<file path="src/rtl/instruction_fetch_unit_if.sv">
`default_nettype none
// +----------------------------------------------------------------------------+
// | Interface : instruction_fetch_unit_if                                      |
// | Groups the redirect, instruction-memory and decode handshake signals of    |
// | the instruction fetch unit.                                                |
// |   master : fetch-unit side (drives o_*, receives i_*)                      |
// |   slave  : environment side (memory, branch unit, decode)                  |
// | Ports (fetch-unit view):                                                   |
// |   i_Redirect_Valid/i_Redirect_PC   flush and restart request               |
// |   o_Mem_Enable/o_Mem_Addr          fetch request to memory                 |
// |   i_Mem_Instruction/i_Mem_Valid    memory response                         |
// |   i_Mem_Busy                       memory status                           |
// |   o_Decode_Valid/_Instruction/_PC  FIFO head towards decode                |
// |   i_Decode_Ready                   decode accepts head                     |
// | Revision: 1.0 - initial release                                            |
// +----------------------------------------------------------------------------+
interface instruction_fetch_unit_if #(
  parameter int XLEN = 32
) ();
  logic            i_Redirect_Valid;
  logic [XLEN-1:0] i_Redirect_PC;
  logic            o_Mem_Enable;
  logic [XLEN-1:0] o_Mem_Addr;
  logic [XLEN-1:0] i_Mem_Instruction;
  logic            i_Mem_Valid;
  logic            i_Mem_Busy;
  logic            o_Decode_Valid;
  logic [XLEN-1:0] o_Decode_Instruction;
  logic [XLEN-1:0] o_Decode_PC;
  logic            i_Decode_Ready;

  modport master (
    input  i_Redirect_Valid, i_Redirect_PC,
    output o_Mem_Enable, o_Mem_Addr,
    input  i_Mem_Instruction, i_Mem_Valid, i_Mem_Busy,
    output o_Decode_Valid, o_Decode_Instruction, o_Decode_PC,
    input  i_Decode_Ready
  );

  modport slave (
    output i_Redirect_Valid, i_Redirect_PC,
    input  o_Mem_Enable, o_Mem_Addr,
    output i_Mem_Instruction, i_Mem_Valid, i_Mem_Busy,
    input  o_Decode_Valid, o_Decode_Instruction, o_Decode_PC,
    output i_Decode_Ready
  );
endinterface
`default_nettype wire

</file>
<file path="src/rtl/instruction_fetch_unit.sv">
`default_nettype none
// +----------------------------------------------------------------------------+
// | Module : instruction_fetch_unit                                            |
// | PC generator and prefetch FIFO in front of the instruction memory.         |
// | Issues one fetch at a time, pushes {PC, instruction} into the FIFO and     |
// | presents the FIFO head to decode. Redirects flush the FIFO; a request      |
// | already in flight is drained and its data dropped.                         |
// | Ports:                                                                     |
// |   i_Clock   : clock, rising edge                                           |
// |   i_Reset_N : asynchronous active-low reset                                |
// |   bus       : instruction_fetch_unit_if.master (redirect/memory/decode)    |
// | Revision: 1.0 - initial release                                            |
// +----------------------------------------------------------------------------+
module instruction_fetch_unit #(
  parameter int              XLEN       = 32,
  parameter logic [XLEN-1:0] RESET_PC   = '0,
  parameter int              FIFO_DEPTH = 4
) (
  input  wire logic                  i_Clock,
  input  wire logic                  i_Reset_N,
  instruction_fetch_unit_if.master   bus
);

  localparam int            c_AW    = $clog2(FIFO_DEPTH);
  localparam logic [c_AW:0] c_DEPTH = (c_AW+1)'(FIFO_DEPTH);

  typedef enum logic [1:0] {
    ST_IDLE  = 2'd0,
    ST_FETCH = 2'd1,
    ST_FLUSH = 2'd2
  } state_t;

  state_t          r_state;
  logic [XLEN-1:0] r_pc;
  logic [XLEN-1:0] r_pending;
  logic [c_AW:0]   r_wp;
  logic [c_AW:0]   r_rp;
  logic [XLEN-1:0] r_fifo_pc    [FIFO_DEPTH];
  logic [XLEN-1:0] r_fifo_instr [FIFO_DEPTH];

  logic [c_AW:0]   w_count;
  logic [c_AW:0]   w_count_after;
  logic [XLEN-1:0] w_redirect_pc;
  logic            w_push;
  logic            w_pop;
  logic            w_unused;

  // Pointers carry one extra wrap bit so full and empty are distinguishable.
  assign w_count       = r_wp - r_rp;
  assign w_redirect_pc = {bus.i_Redirect_PC[XLEN-1:2], 2'b00};
  assign w_push        = (r_state == ST_FETCH) && bus.i_Mem_Valid && !bus.i_Redirect_Valid;
  assign w_pop         = (w_count != '0) && bus.i_Decode_Ready && !bus.i_Redirect_Valid;
  assign w_count_after = w_count + {{c_AW{1'b0}}, w_push} - {{c_AW{1'b0}}, w_pop};
  assign w_unused      = &{1'b0, bus.i_Mem_Busy, bus.i_Redirect_PC[1:0]};

  assign bus.o_Mem_Enable         = (r_state != ST_IDLE);
  assign bus.o_Mem_Addr           = r_pc;
  assign bus.o_Decode_Valid       = (w_count != '0);
  assign bus.o_Decode_PC          = r_fifo_pc[r_rp[c_AW-1:0]];
  assign bus.o_Decode_Instruction = r_fifo_instr[r_rp[c_AW-1:0]];

  // Fetch control. r_pc is only changed when no request is outstanding
  // (IDLE) or on the cycle its response arrives, so the memory address is
  // stable for the whole request.
  always_ff @(posedge i_Clock or negedge i_Reset_N) begin
    if (!i_Reset_N) begin
      r_state   <= ST_IDLE;
      r_pc      <= RESET_PC;
      r_pending <= '0;
    end else begin
      case (r_state)
        ST_IDLE: begin
          if (bus.i_Redirect_Valid) begin
            r_pc <= w_redirect_pc;
          end else if (w_count < c_DEPTH) begin
            r_state <= ST_FETCH;
          end
        end
        ST_FETCH: begin
          if (bus.i_Mem_Valid) begin
            if (bus.i_Redirect_Valid) begin
              r_pc    <= w_redirect_pc;
              r_state <= ST_IDLE;
            end else begin
              r_pc    <= r_pc + XLEN'(4);
              r_state <= (w_count_after < c_DEPTH) ? ST_FETCH : ST_IDLE;
            end
          end else if (bus.i_Redirect_Valid) begin
            r_pending <= w_redirect_pc;
            r_state   <= ST_FLUSH;
          end
        end
        ST_FLUSH: begin
          // Wait out the stale request; the newest redirect target wins.
          if (bus.i_Mem_Valid) begin
            r_pc    <= bus.i_Redirect_Valid ? w_redirect_pc : r_pending;
            r_state <= ST_IDLE;
          end else if (bus.i_Redirect_Valid) begin
            r_pending <= w_redirect_pc;
          end
        end
        default: begin
          r_state <= ST_IDLE;
        end
      endcase
    end
  end

  // Prefetch FIFO. A redirect empties it and overrides any push/pop.
  always_ff @(posedge i_Clock or negedge i_Reset_N) begin
    if (!i_Reset_N) begin
      r_wp <= '0;
      r_rp <= '0;
      for (int i = 0; i < FIFO_DEPTH; i++) begin
        r_fifo_pc[i]    <= '0;
        r_fifo_instr[i] <= '0;
      end
    end else if (bus.i_Redirect_Valid) begin
      r_wp <= '0;
      r_rp <= '0;
    end else begin
      if (w_push) begin
        r_fifo_pc[r_wp[c_AW-1:0]]    <= r_pc;
        r_fifo_instr[r_wp[c_AW-1:0]] <= bus.i_Mem_Instruction;
        r_wp                         <= r_wp + 1'b1;
      end
      if (w_pop) begin
        r_rp <= r_rp + 1'b1;
      end
    end
  end

endmodule
`default_nettype wire

</file>
<file path="src/flat_wrapper.sv">
// flat-port wrapper written by rule: the top's interface ports become plain ports
module instruction_fetch_unit_flat 
#(
  parameter int              XLEN       = 32,
  parameter logic [XLEN-1:0] RESET_PC   = '0,
  parameter int              FIFO_DEPTH = 4
)
  (i_Clock, i_Reset_N, bus_i_Redirect_Valid, bus_i_Redirect_PC, bus_o_Mem_Enable, bus_o_Mem_Addr, bus_i_Mem_Instruction, bus_i_Mem_Valid, bus_i_Mem_Busy, bus_o_Decode_Valid, bus_o_Decode_Instruction, bus_o_Decode_PC, bus_i_Decode_Ready);
  instruction_fetch_unit_if #(.XLEN(XLEN)) bus_i ();
  input  wire logic i_Clock;
  input  wire logic i_Reset_N;
  input wire logic [$bits(bus_i.i_Redirect_Valid)-1:0] bus_i_Redirect_Valid;
  input wire logic [$bits(bus_i.i_Redirect_PC)-1:0] bus_i_Redirect_PC;
  output wire logic [$bits(bus_i.o_Mem_Enable)-1:0] bus_o_Mem_Enable;
  output wire logic [$bits(bus_i.o_Mem_Addr)-1:0] bus_o_Mem_Addr;
  input wire logic [$bits(bus_i.i_Mem_Instruction)-1:0] bus_i_Mem_Instruction;
  input wire logic [$bits(bus_i.i_Mem_Valid)-1:0] bus_i_Mem_Valid;
  input wire logic [$bits(bus_i.i_Mem_Busy)-1:0] bus_i_Mem_Busy;
  output wire logic [$bits(bus_i.o_Decode_Valid)-1:0] bus_o_Decode_Valid;
  output wire logic [$bits(bus_i.o_Decode_Instruction)-1:0] bus_o_Decode_Instruction;
  output wire logic [$bits(bus_i.o_Decode_PC)-1:0] bus_o_Decode_PC;
  input wire logic [$bits(bus_i.i_Decode_Ready)-1:0] bus_i_Decode_Ready;
  assign bus_i.i_Redirect_Valid = bus_i_Redirect_Valid;
  assign bus_i.i_Redirect_PC = bus_i_Redirect_PC;
  assign bus_o_Mem_Enable = bus_i.o_Mem_Enable;
  assign bus_o_Mem_Addr = bus_i.o_Mem_Addr;
  assign bus_i.i_Mem_Instruction = bus_i_Mem_Instruction;
  assign bus_i.i_Mem_Valid = bus_i_Mem_Valid;
  assign bus_i.i_Mem_Busy = bus_i_Mem_Busy;
  assign bus_o_Decode_Valid = bus_i.o_Decode_Valid;
  assign bus_o_Decode_Instruction = bus_i.o_Decode_Instruction;
  assign bus_o_Decode_PC = bus_i.o_Decode_PC;
  assign bus_i.i_Decode_Ready = bus_i_Decode_Ready;
  instruction_fetch_unit #(.XLEN(XLEN), .RESET_PC(RESET_PC), .FIFO_DEPTH(FIFO_DEPTH)) u_core (.i_Clock(i_Clock), .i_Reset_N(i_Reset_N), .bus(bus_i));
endmodule
</file>
<file path="config.mk">
export PLATFORM = sky130hd
export DESIGN_NAME = instruction_fetch_unit_flat
export DESIGN_NICKNAME = d
export VERILOG_FILES = /design/src/rtl/instruction_fetch_unit_if.sv /design/src/rtl/instruction_fetch_unit.sv /design/src/flat_wrapper.sv
export SDC_FILE = /design/constraint.sdc
export NUM_CORES = 1
export LEC_CHECK = 0
export BUFFER_PORTS_ARGS = -buffer_cell sky130_fd_sc_hd__buf_2
export CORE_AREA = 10 10 178 180
export CTS_CLUSTER_SIZE = 28
export DETAILED_ROUTE_END_ITERATION = 12
export DIE_AREA = 0 0 188 190
export PLACE_DENSITY_LB_ADDON = 0.3
export SYNTH_ARGS = -nofsm -noshare
export SYNTH_HDL_FRONTEND = slang
export SYNTH_SLANG_ARGS = --single-unit
</file>
<file path="constraint.sdc">
create_clock -name i_Clock -period 7.3 [get_ports i_Clock]
set_clock_uncertainty 0.1 [all_clocks]
set_input_delay 0.73 -clock i_Clock [delete_from_list [all_inputs] [get_ports i_Clock]]
set_output_delay 0.73 -clock i_Clock [all_outputs]
set_load 0.005 [all_outputs]
</file>
==> results of run 1 <==
## critical path, cell delays in order (launching register included)
cell and delay, ns:
dfrtp_4 0.82, buf_4 0.77, mux4_2 0.62, buf_2 0.15
## worst paths after layout
path,startpoint,endpoint,slack [ns],depth (start not counted)
worst max-delay path,u_core.r_rp[0],bus_o_Decode_PC[15],3.55,3
worst min-delay path,i_Reset_N,u_core.r_fifo_instr[66],0.08,1
worst max register to register,u_core.r_state[1],u_core.r_fifo_instr[100],3.77,7
worst min register to register,u_core.r_fifo_pc[68],u_core.r_fifo_pc[68],0.38,2
max in group asynchronous,i_Reset_N,u_core.r_fifo_instr[22],5.53,2
min in group i_Clock,u_core.r_fifo_pc[68],u_core.r_fifo_pc[68],0.38,2
## where the power goes
part           internal (mW)  total [mW]  leakage (nW)  switching (mW)
sequential              2.49        3.04          4.25           0.554
clock                   1.06        1.77         0.551           0.708
combinational           1.47        2.75          3.30            1.27
total                   5.02        7.56          8.11            2.53
## metrics by stage
| step | hold slack [ns] | power, mW | setup slack [ns] |
|---|---|---|---|
| final | 0.0827 | 7.56 | 3.55 |
| after global routing | 0.112 | 8.04 | 3.29 |
| after CTS | 0.101 | 7.63 | 3.44 |
| after detailed placement | 0.369 | 5.84 | 3.80 |
| after global placement | 0.356 | 5.71 | 3.83 |
| after floorplan | 0.334 | 4.82 | 4.52 |
## cell type report
class	instances	share of cell area
repair buffers	178	0.0539
well taps	384	0.0273
inverters	13	0.00277
clock inverters	7	0.00512
diodes	2	0.000284
clock buffers	53	0.0594
multi-input cells	692	0.384
flip-flops and latches	328	0.467
## cells by family after synthesis
logic type / after synthesis / share of synthesized area
flip-flops: 328 / 0.536
AO/OA/AOI/OAI: 159 / 0.0684
multiplexers: 332 / 0.291
XOR/XNOR: 15 / 0.0104
AND/OR/NAND/NOR: 172 / 0.0562
adder cells (fa/ha/maj): 14 / 0.0119
buffers and inverters: 103 / 0.0266
## layout by cell type (no fill, tap or decap), types with 3 or more instances in the layout
cell,instances
dfrtp_1,326
mux2_2,268
buf_2,163
o21ai_0,66
mux4_2,64
nand2_1,52
nor2_1,37
clkbuf_16,37
nand3_1,19
a21oi_1,15
ha_1,13
buf_4,13
inv_1,12
a22oi_1,10
clkbuf_1,10
a221o_1,9
o211ai_1,8
a221oi_1,8
xnor2_1,7
and3_1,7
nor4_1,7
nor3_1,7
xor2_1,6
nand4_1,6
o21ai_1,6
clkbuf_8,6
nand3_4,5
a31oi_1,5
or4_1,5
and2_1,4
nor2b_1,4
or3_1,4
nand2b_1,4
and4_1,4
a22o_1,4
o2bb2ai_1,4
clkinv_2,3
## layer usage
layer  vias up  GRT usage  part of all wire
li1       4437          -                 -
met4         4     0.0474             0.016
met1      5196      0.267              0.42
met3        57     0.0485             0.065
met2       334      0.338              0.49
met5         -          0           0.00057
## synth_stat cells, drive strengths merged (5+ instances only)
cell    count  area, sq um
dfrtp     328         8210
mux2      268         3020
o21ai      72          360
mux4       64         1440
nand2      52          195
clkbuf     51          191
buf        39          168
nor2       37          139
nand3      24          133
a21oi      15         75.1
ha         13          163
inv        12         45.0
a22oi      10         75.1
a221o       9         90.1
a221oi      8         70.1
nor3        8         40.0
nor4        8         56.3
o211ai      8         60.1
and3        7         43.8
nand4       7         50.1
xnor2       7         61.3
xor2        6         52.6
a31oi       5         31.3
and2        5         31.3
nor2b       5         31.3
or3         5         36.3
or4         5         37.5
## registers in the layout, summed over array words and instances, names as in the netlist
signal and cells:
u_core.r_fifo_pc 128, u_core.r_pending 32, u_core.r_rp 3, u_core.r_wp 3, u_core.bus.o_Mem_Addr 32, u_core.r_state 2
u_core.r_fifo_instr 128
==> results.sh, run 1 <==
export IMPL_min_period_over_period=0.514
export IMPL_syn_num_nets=1207
export IMPL_post_cts_resized=0
export IMPL_grt_remaining_overflow=0
export IMPL_rsz0062_at_grt="false"
export IMPL_synth_seq_area_share=0.536
export IMPL_synthesis_area_sq_mm=0.0153
export IMPL_final_layout_size_suffix_gt1_frac=0.452
export IMPL_tritoncts="yes"
export IMPL_syn_to_final_growth_pct=14.9
export IMPL_post_cts_buffers=0
export IMPL_die_height_microns=190
export IMPL_max_freq_mhz=267
export IMPL_min_period_ns=3.75
export IMPL_nets=1334
export IMPL_synthCells=1123
export IMPL_critical_path_class="reg -> out"
export IMPL_crit_arrival_ns=2.92
export IMPL_clkTransAtPathRegs_ns=0.06
export IMPL_routed_wirelength_mm=36.8
export IMPL_die_area_sq_mm=0.0357
export IMPL_critPathMaxFanout=41
export IMPL_core_sq_mm=0.0282
export IMPL_regArea_sq_mm=0.00822
export IMPL_num_rows=62
export IMPL_ioPinCount=168
export IMPL_required_ns=6.47
export IMPL_n_fill_cell=2240
export IMPL_cts_buffers=37
export IMPL_drc_errors=0
export IMPL_dr_total_vias=10000
export IMPL_fin_area_sq_mm=0.0176
export IMPL_async_flop_share=1.00
export IMPL_ir_drop_uv=272
export IMPL_root_buffer="clkbuf_16"
export IMPL_synth_seq_cells=328
export IMPL_synth_edff_count=0
export IMPL_routedWlPerCell_microns=22.2
export IMPL_cts_sinks=328
export IMPL_multi_input_comb_area_sq_mm=0.00677
export IMPL_firstDrtPassIters=5
export IMPL_numPortBuffers=164
export IMPL_syn_avg_cell_area_sq_um=13.6
export IMPL_grt_pass1_vias=10500
export IMPL_grt_max_degree=174
export IMPL_layout_cells_non_filler=1657
export IMPL_slew_viol_final=0
export IMPL_power_density_mw_per_mm2=429
export IMPL_setup_viol=0
export IMPL_place_hpwl_mm=23.2
export IMPL_total_leakage_power_nw=8.11
export IMPL_clock_path_buffers=3
export IMPL_min_delay_path_class="in -> async"
export IMPL_gr_usage_all_layers=0.204
export IMPL_antenna_found_initial=4
export IMPL_cts_hold_fix_buffers=0
export IMPL_detail_route_antenna_nets=0
export IMPL_synth_distinct_cells=62
export IMPL_grt_pass1_wl_mm=58.8
export IMPL_place_inst=1595
export IMPL_tightest_slew_ns=1.09
export IMPL_die_w_microns=188
export IMPL_yosysWarnings=0
export IMPL_crit_path_end_kind="output port"
export IMPL_synth_main_ff_cell="dfrtp_1"
export IMPL_final_util=0.623
export IMPL_cap_violations=0
export IMPL_gp_congestion=0.833
export IMPL_status="finished, final reports clean"
export IMPL_clkLatencyLatePin_ns=0.51
export IMPL_critPathLaunchType="flip-flop"
export IMPL_slew_headroom=0.276
export IMPL_drt_iter0_drc=651
export IMPL_start_util=0.543
export IMPL_viasPerCell=6.05
export IMPL_htreeDepth=2
export IMPL_post_dp_cell_area_sq_mm=0.0165
export IMPL_finalHoldViolCount=0
export IMPL_tns_ns=0
Note: power is estimated with default switching activity, not from simulation.
==> run 2: changes to the inputs <==
--- a/config.mk
+++ b/config.mk
@@ -5,11 +5,12 @@
 export SDC_FILE = /design/constraint.sdc
 export NUM_CORES = 1
 export LEC_CHECK = 0
+export ABC_AREA = 1
 export BUFFER_PORTS_ARGS = -buffer_cell sky130_fd_sc_hd__buf_2
-export CORE_AREA = 10 10 178 180
+export CORE_AREA = 10 10 182 184
 export CTS_CLUSTER_SIZE = 28
 export DETAILED_ROUTE_END_ITERATION = 12
-export DIE_AREA = 0 0 188 190
+export DIE_AREA = 0 0 192 194
 export PLACE_DENSITY_LB_ADDON = 0.3
 export SYNTH_ARGS = -nofsm -noshare
 export SYNTH_HDL_FRONTEND = slang
==> constraint.sdc (replaced) <==
create_clock -name i_Clock -period 3.2 [get_ports i_Clock]
set_clock_uncertainty 0.1 [all_clocks]
set_input_delay 0.32 -clock i_Clock [delete_from_list [all_inputs] [get_ports i_Clock]]
set_output_delay 0.32 -clock i_Clock [all_outputs]
set_load 0.005 [all_outputs]
==> run 2 against run 1 <==
Effect of this change: clock power up 150%; final cell count increased by 50%; largest cell class unchanged; non-clock buffer count rose by 40; largest power group is now combinational logic; critical path type is now reg -> reg.
==> results.sh, run 2 <==
export IMPL_status="finished, final reports clean"
export IMPL_start_util=0.526
export IMPL_critPathMaxStageDelay_ns=0.39
export IMPL_hold_end="u_core.r_fifo_instr[64]"
export IMPL_yosysWarnings=0
export IMPL_final_layout_size_suffix_gt1_frac=0.137
export IMPL_power_density_mw_per_mm2=983
export IMPL_finalWorstSetupSlack_ns=0.204
export IMPL_synth_distinct_cells=34
export IMPL_final_util=0.618
export IMPL_final_cell_mix="o21ai_0, nand2_1, dfrtp_1, nor2_1, buf_2"
export IMPL_crit_path_start="u_core.r_wp[0]"
export IMPL_dr_total_vias=14000
export IMPL_crit_path_end_kind="flip-flop"
export IMPL_min_period_over_period=0.936
export IMPL_r2r_start="u_core.r_wp[0]"
export IMPL_grt_pass1_wl_mm=70.9
export IMPL_yosys_top_cells_count="nand2_1, o21ai_0, dfrtp_1"
export IMPL_grt_pass1_vias=13700
export IMPL_synthCells=1932
export IMPL_firstDrtPassIters=7
export IMPL_routedWlPerCell_microns=17.5
export IMPL_slew_headroom=0.474
export IMPL_syn_to_final_growth_pct=17.5
export IMPL_detail_route_antenna_nets=0
export IMPL_setup_viol=0
export IMPL_power_internal_mw=10.7
export IMPL_dp_slack_ns=0.141
export IMPL_routed_wirelength_mm=43.4
export IMPL_pwr_share_clk=0.247
export IMPL_critPathMaxFanout=5
export IMPL_total_leakage_power_nw=8.87
export IMPL_reg_top3="u_core.r_fifo_instr (128), u_core.r_fifo_pc (128)"
export IMPL_cpMostUsedCell="inv_1"
export IMPL_critPathLaunchType="flip-flop"
export IMPL_hold_depth=3
export IMPL_synth_seq_cells=328
export IMPL_die_height_microns=194
export IMPL_crit_arrival_ns=3.33
export IMPL_grt_remaining_overflow=0
export IMPL_async_flop_share=1.00
export IMPL_root_buffer="clkbuf_16"
export IMPL_clkTransAtPathRegs_ns=0.06
export IMPL_gr_usage_all_layers=0.230
export IMPL_nets=2146
export IMPL_clkLatencyLatePin_ns=0.53
export IMPL_p_switching_mw=7.18
export IMPL_core_sq_mm=0.0294
export IMPL_yosysMostFrequentCell="nand2_1"
export IMPL_finalHoldViolCount=0
export IMPL_place_hpwl_mm=27.3
export IMPL_ioPinCount=168
export IMPL_synthesis_area_sq_mm=0.0155
export IMPL_tritoncts="yes"
export IMPL_synth_main_ff_cell="dfrtp_1"
export IMPL_hp_start="bus_i_Mem_Instruction[0]"
export IMPL_viasPerCell=5.64
export IMPL_combPwrFrac=0.406
export IMPL_crit_slowest_cell="dfrtp_1"
export IMPL_post_dp_cell_area_sq_mm=0.0166
export IMPL_critical_path_class="reg -> reg"
export IMPL_r2r_cells=17
export IMPL_synth_seq_area_share=0.531
export IMPL_crit_chain="inv_1 > ha_1 > fa_2 > xor2_2 > xor2_1 > nand3_1 > nand2_1 > inv_1 > nand2_1 > inv_1 > ha_1 > inv_1 > ha_1 > a21oi_2 > nand3b_1 > nand3_1 > a21oi_1"
export IMPL_fin_area_sq_mm=0.0182
export IMPL_layout_commonest_cell="o21ai_0"
export IMPL_max_freq_mhz=334
export IMPL_r2r_setup_slack_ns=0.20
export IMPL_tightest_slew_ns=0.789
export IMPL_synthTopCellsByArea="dfrtp_1, o21ai_0, nand2_1, nor2_1, o22ai_1"
export IMPL_reg2reg_to="u_core.r_state[0]"
export IMPL_synth_top_area_cell="dfrtp_1"
export IMPL_slew_viol_final=0
export IMPL_clock_path_buffers=3
export IMPL_p_sw_frac=0.402
export IMPL_power_frac_seq=0.347
export IMPL_ir_drop_uv=614
export IMPL_die_area_sq_mm=0.0372
export IMPL_htreeDepth=2
export IMPL_numPortBuffers=164
export IMPL_synth_edff_count=0
export IMPL_cts_sinks=328
export IMPL_synth_top_cell_area_share=0.531
export IMPL_drt_iter0_drc=1380
export IMPL_syn_num_nets=2016
export IMPL_die_w_microns=192
export IMPL_hold_slack_ns=0.0119
export IMPL_grt_max_degree=129
export IMPL_num_rows=63
export IMPL_min_delay_path_class="in -> reg"
export IMPL_syn_avg_cell_area_sq_um=8.01
export IMPL_antenna_found_initial=1
export IMPL_min_period_ns=3.00
export IMPL_cts_buffers=37
export IMPL_drc_errors=0
export IMPL_required_ns=3.54
export IMPL_gp_congestion=0.925
export IMPL_cap_violations=0
run 2: how the worst max path moves through the flow:
stage | to | cells after the start
2_1_floorplan | u_core.r_state[0] | 17
4_1_cts | u_core.r_state[0] | 17
3_3_place_gp | u_core.r_state[0] | 16
5_1_grt | u_core.r_state[0] | 17
3_5_place_dp | u_core.r_state[0] | 17
6_report | u_core.r_state[0] | 17
run 2: area by class of cell:
class / instances / area, sq um
Inverter: 115 / 433
Sequential cell: 328 / 8210
Timing Repair Buffer: 218 / 1410
Fill cell: 2562 / 11200
Tap cell: 390 / 488
Multi-Input combinational cell: 1362 / 6350
Clock buffer: 51 / 1090
Antenna cell: 1 / 2.50
Clock inverter: 17 / 191
run 2: kinds of logic after synthesis:
| family | share of synthesized area |
|---|---|
| compound gates | 0.203 |
| xor+xnor | 0.00566 |
| fa+ha+maj | 0.0118 |
| simple gates | 0.187 |
| flops | 0.531 |
| buf+inv | 0.0619 |
run 2: per-layer routing:
layer	wire (microns)	GRT usage
met5	0	0
met4	1050	0.0715
met3	3480	0.0405
met2	20300	0.371
met1	18500	0.309
run 2: power groups by stage:
stage          Combinational [mW]  Sequential, mW  Clock, mW
2_1_floorplan                4.53            6.01          0
3_3_place_gp                 7.02            6.18          0
3_5_place_dp                 7.16            6.22          0
4_1_cts                      7.23            6.17       4.48
5_1_grt                      8.23            6.34       4.65
6_report                     7.25            6.20       4.42
run 2: per-stage QoR:
stage          total power [mW]  cells  TNS [ns]
2_1_floorplan              10.5   1932         0
3_3_place_gp               13.2   2390         0
3_5_place_dp               13.4   2390         0
4_1_cts                    17.9   2479         0
5_1_grt                    19.2   2481   -0.0221
6_report                   17.9   2482         0
run 2: repair_timing:
action	in CTS	in global routing
buffers inserted	0	2
pin swaps	0	2
hold buffers	21	0
endpoints found under the hold margin	114	0
resized for setup	1	4
endpoints found under the setup margin	2	2
run 2: critical path: cells and delay by family (launching register included):
| family | cells | cell delay, ns |
|---|---|---|
| simple gates | 5 | 0.45 |
| compound gates | 2 | 0.27 |
| flops | 1 | 0.39 |
| xor+xnor | 2 | 0.45 |
| buf+inv | 4 | 0.28 |
| fa+ha+maj | 4 | 0.96 |
